## src/rtl/lfsr_run_ctrl.sv

```systemverilog
// lfsr_run_ctrl: sequencer for an LFSR shift register.
// Loads a seed on request, then steps the register a programmed number of cycles.
// The result is reported through a busy/done handshake. Stepping can be paused
// with hold, and a run can be cancelled with abort.
//
// Ports:
//   clock     - rising-edge clock
//   r         - asynchronous active-high reset
//   start     - load seed and run (sampled only while idle)
//   seed      - initial register value, captured on the accepted start
//   steps     - number of shifts to perform, captured with seed
//   hold      - freezes stepping while running
//   abort     - ends the run without a done pulse
//   q         - current LFSR register value
//   remaining - shifts still to perform
//   busy      - high while not idle
//   done      - one-cycle pulse when a run completes
module lfsr_run_ctrl #(
  parameter int unsigned     WIDTH = 8,
  parameter logic [WIDTH-1:0] TAPS = 8'hB8,
  parameter int unsigned     CNT_W = 8
) (
  input  logic             clock,
  input  logic             r,
  input  logic             start,
  input  logic [WIDTH-1:0] seed,
  input  logic [CNT_W-1:0] steps,
  input  logic             hold,
  input  logic             abort,
  output logic [WIDTH-1:0] q,
  output logic [CNT_W-1:0] remaining,
  output logic             busy,
  output logic             done
);

  typedef enum logic [1:0] {StIdle, StRun, StDone} state_e;

  state_e           state_q, state_d;
  logic [WIDTH-1:0] q_q, q_d;
  logic [CNT_W-1:0] rem_q, rem_d;
  logic [WIDTH-1:0] q_next;

  // Left shift with XOR feedback of the tapped bits into bit 0.
  assign q_next = {q_q[WIDTH-2:0], ^(q_q & TAPS)};

  always_comb begin
    state_d = state_q;
    q_d     = q_q;
    rem_d   = rem_q;
    unique case (state_q)
      StIdle: begin
        if (start && !abort) begin
          // An all-zero seed would lock the LFSR at zero forever.
          q_d     = (seed == '0) ? WIDTH'(1) : seed;
          rem_d   = steps;
          state_d = (steps != '0) ? StRun : StDone;
        end
      end
      StRun: begin
        if (abort) begin
          state_d = StIdle;
        end else if (!hold) begin
          q_d   = q_next;
          rem_d = rem_q - CNT_W'(1);
          if (rem_q == CNT_W'(1)) begin
            state_d = StDone;
          end
        end
      end
      StDone: begin
        state_d = StIdle;
      end
      default: begin
        state_d = StIdle;
      end
    endcase
  end

  always_ff @(posedge clock or posedge r) begin
    if (r) begin
      state_q <= StIdle;
      q_q     <= '0;
      rem_q   <= '0;
    end else begin
      state_q <= state_d;
      q_q     <= q_d;
      rem_q   <= rem_d;
    end
  end

  // Outputs are pure decodes of registered state.
  assign q         = q_q;
  assign remaining = rem_q;
  assign busy      = (state_q != StIdle);
  assign done      = (state_q == StDone);

endmodule

```

## config.mk

```make
export PLATFORM = sky130hd
export DESIGN_NAME = lfsr_run_ctrl
export DESIGN_NICKNAME = d
export VERILOG_FILES = /design/src/rtl/lfsr_run_ctrl.sv
export SDC_FILE = /design/constraint.sdc
export NUM_CORES = 1
export LEC_CHECK = 0
export CORE_MARGIN = 8
export CORE_UTILIZATION = 44
export DETAILED_ROUTE_END_ITERATION = 12
export PLACE_DENSITY_LB_ADDON = 0.15
export SYNTH_ARGS = -nofsm -noshare
export SYNTH_HDL_FRONTEND = slang
export SYNTH_SLANG_ARGS = --single-unit
export TNS_END_PERCENT = 10
```

## constraint.sdc

```tcl
create_clock -name clock -period 1.8 [get_ports clock]
set_input_delay 0.36 -clock clock [delete_from_list [all_inputs] [get_ports clock]]
set_output_delay 0.36 -clock clock [all_outputs]
set_load 0.03 [all_outputs]
```

[Word-level counts from Yosys, hierarchy flattened]
Cells that the tools add are included.
Storage, ports and cells
  register bits after elaboration: 18
  bits in latches: 0
  RAM bits: 0
  memory bits (read-only): 0
  input port bits: 21
  output and inout port bits: 18
  word-level logic and storage cells: 37
  memories: 0
Cells by class
  add/subtract/negate cells: 1
  multipliers: 0
  div/mod/pow operators: 0
  $lt $le $gt $ge: 0
  equal/unequal tests: 8
  shift operators: 0
  muxes and demuxes: 15
  bitwise gates (word level): 0
  reductions and logical operators: 10
Operators with widths (number)
  $mux W8: 7
  $pmux W8 S2: 2
  $mux W2: 5
  $eq A8 B1 Y1 const B: 1
  $logic_not A8 Y1: 1
  $reduce_bool A8 Y1: 1
  $reduce_xor A8 Y1: 1
  $sub A8 B1 Y8 const B: 1
  $ne A2 B2 Y1 const B: 3
  $ne A3 B3 Y1 const B: 2
  $pmux W2 S2: 1
  $reduce_and A4 Y1: 1
  $reduce_bool A2 Y1: 2
  $reduce_and A3 Y1: 1
  $eq A2 B1 Y1 const B: 1
  $eq A2 B2 Y1 const B: 1
  $logic_not A2 Y1: 1
  $logic_and A1 B1 Y1: 1
  $logic_not A1 Y1: 1

[Depth between registers and ports, before layout]
  depth after elaboration: 5
  mapped depth: 6
  mapped depth without buffers: 6

[Worst setup path before layout]
No wires, ideal clock.
  kind: flip-flop to flip-flop
  from: register rem_q[3], in the netlist remaining[3]
  to: register state_q[0]
  setup time: 124 ps
  data arrival time: 1467 ps
  setup slack: 209 ps
  stages on the path, launching flop included: 5
  path buffers: 0
  clock period less this slack: 1591 ps
  cell sequence: dfrtp_1 > or4_4 > nor2_4 > a311oi_1 > o21bai_1
Between the ends
  cells in the longest elaborated chain, start to end: 3
RTL lines
  start: declaration: RTL line 40  | logic [CNT_W-1:0] rem_q, rem_d;
  start signal: assignment: RTL line 87  | rem_q <= rem_d;
  $eq A8 B1 Y1: RTL line 65  | if (rem_q == CNT_W'(1)) begin
  $ne A3 B3 Y1 (no line)
  $reduce_and A3 Y1 (no line)
  end signal: assignment: RTL line 81  | state_q <= StIdle;
  end signal: assignment: RTL line 85  | state_q <= state_d;
  end: declaration: RTL line 38  | state_e state_q, state_d;
Every way passes these cells.
A chain may end at the register's enable or synchronous reset.

[Worst setup path after layout]
  from: register rem_q[1], in the netlist remaining[1]
  to: output port remaining[1]
RTL lines
  end: declaration: RTL line 31  | output logic [CNT_W-1:0] remaining,
No word-level cell between the ends.

==> reports/metrics.cfg <==
[drt]
vias=1058
routed_via_density=5.37
drc=0
drtIter0Drc=34
ant_nets=0
wl_um=2840
drtPass1Iterations=4
post_drt_wl_per_cell_um=14.4

[placed_design]
post-place-ws_ns=-0.0658
dpl_cell_area_um2=1550
io_buffers=38
gp_congestion=0.846
hpwlAfterDp_um=2220

[sta]
setup_viol=0
maxSlewViolCount=0
timing.slew.headroom_pct=77.8
worst_slew_pin_slew_ns=0.329
fin_ws_ns=0.0450
min_period_ns=1.76
skew_ns=0.00694
rsz0062_at_grt=false
whs_ns=0.363
final_hold_viol_count=0
max_freq_ghz=0.570
setup_tns_ns=0
finalCritPeriodShare_pct=97.5

[clock_network]
cts_buffers=3
cts.reportedPaths.clkPinSlew_ns=0.11
cts_root_buf=clkbuf_4
ctsHtreeMaxLevel=1
cts.sinks=18
tritoncts=built
clock_path_buffers=2
worstSkewPairLatency_ns=0.30

[worst_setup_path]
cp.required_ns=1.44
cp_slowest_stage_delay_ns=0.69
cp_slowest_cell=clkdlybuf4s50_1
reg2reg_slack_ns=0.19
cp-end-kind=output pin
critPathKind=flop to output pin
path_max_fanout=4
cp-start-kind=flop
cp_top_family=buffers and inverters
cp_cell_sequence=clkdlybuf4s50_1
cp.arrival_ns=1.40
cp_num_buf_inv=1

[power_and_ir_drop]
p_sw_share_pct=45.9
p_sw_mw=1.09
intPower_mw=1.29
peakVddDrop_mv=1.08
pwr-share-seq_pct=32.6
leakage_nw=0.771
combPwrFrac_pct=56.8
power.density_nw_per_um2=1500
clkPwrFrac_pct=10.6

[logic_synthesis]
ys_seq_area_share_pct=42.2
synthesis.area_um2=1070
syn_nets=144
synth_seq_cells=18
ys.warnings.count=0
syn_inst=121
syn_avg_cell_area_um2=8.82
synthDistinctLibCells=31

[floorplanning]
fp.dieW_um=65.3
fp-row-count=18
core_region_area_um2=2390
pin_count=39
die_y_um=65.3
start_util_pct=44.7
dieArea_um2=4260

[global_route]
grt-ovfl-total=0
grt_first_pass_wirelength_um=4940
grt_usage_pct=14.2
grt_max_degree=33
antenna_found_initial=0
grt_pass1_vias=1115

[run_status]
outcome=finished clean

[min_path]
min_path_type=input pin to async pin

[final_layout]
drive_gt1_share_pct=10.8
synthToLayoutAreaGrowth_pct=48.9
num-nets-final=191
stdcell_area_um2=1590
insertedDiodeCount=0
nFillCells=223
final_cell_mix=clkdlybuf4s50_1 (26), dfrtp_1 (18), o21ai_0 (14)
layout_commonest_cell=clkdlybuf4s50_1

[run]
max-cap-violations=0

[per-layer routing]
metal	vias to the layer above	part of all wire (%)	track usage [%]
met5	-	0	0
met4	0	1.3	4.90
met3	5	6.7	4.59
met2	29	51	26.2
met1	492	41	14.5
li1	532	-	-
[per-stage QoR]
stage	total power [mW]	utilization, %	std cells
4_1_cts	2.42	65.9	197
3_3_place_gp	2.17	64.7	193
2_1_floorplan	1.61	-	121
3_5_place_dp	2.20	64.7	193
5_1_grt	2.56	66.6	197
6_report	2.38	66.6	197
[logic make-up (layout without fill, tap and decap cells)]
logic type               Yosys count  in the layout  synth area share, %
AO/OA/AOI/OAI                     38             38                 22.2
XOR/XNOR                           3              3                 2.46
adder cells (fa/ha/maj)            2              2                 2.34
buffers and inverters             10             56                 3.99
flip-flops                        18             18                 42.2
multiplexers                       7              7                 6.57
AND/OR/NAND/NOR                   43             43                 20.3
[final cells by class]
class / instances / area (um^2) / area share (%)
multi-input combinational: 93 / 574 / 36.1
timing repair buffer: 48 / 475 / 29.9
sequential: 18 / 450 / 28.3
tap: 30 / 37.5 / 2.36
clock buffer: 4 / 36.3 / 2.28
inverter: 4 / 15.0 / 0.945
[what timing repair did]
item | 4_1_cts | 5_1_grt
resized for setup | 6 | 6
hold buffers | 0 | 0
endpoints found under the setup margin | 6 | 6
setup buffers | 0 | 0
[synthesized netlist by cell type]
cell type,number,share of area [%]
mux2i_1,7,6.6
a311oi_1,1,0.82
a21o_1,1,0.70
inv_1,4,1.4
buf_2,4,1.9
or3_1,2,1.2
nor2_1,12,4.2
o21ai_0,14,6.6
o32a_1,1,0.94
nor2_4,1,1.1
nand2_1,11,3.9
o21a_1,1,0.70
a211oi_1,2,1.4
nor3_1,4,1.9
o22ai_1,1,0.59
dfrtp_1,18,42
o2bb2ai_1,3,2.5
o21bai_1,1,0.70
or4_4,1,1.1
clkbuf_1,2,0.70
a21oi_1,6,2.8
xnor2_1,2,1.6
nor4_1,4,2.3
or2_2,2,1.2
xor2_1,1,0.82
o21ai_1,2,0.94
o211ai_1,1,0.70
nor2b_1,3,1.8
ha_1,2,2.3
a22oi_1,4,2.8
nand2b_1,3,1.8
[worst paths after layout]
kind / cells past startpoint / from / endpoint
hold reg to reg: 2 / q[1] / q[1]
min in group clock: 2 / q[1] / q[1]
hold / removal: 3 / r / remaining[6]
setup reg to reg: 5 / state_q[0] / remaining[0]
max in group asynchronous: 3 / r / q[1]
setup / recovery: 1 / remaining[1] / remaining[1]
[flip-flops by register name, indices dropped and copies added (netlist names)]
signal	flops
state_q	2
remaining	8
q	8
[power groups by stage]
stage          Clock [mW]  Sequential [mW]  Combinational [mW]
4_1_cts             0.262            0.780                1.38
3_5_place_dp            0            0.788                1.41
6_report            0.251            0.776                1.35
2_1_floorplan           0             1.08               0.526
3_3_place_gp            0            0.777                1.39
5_1_grt             0.282            0.805                1.48
No activity file was read; power rests on OpenSTA's default activity.
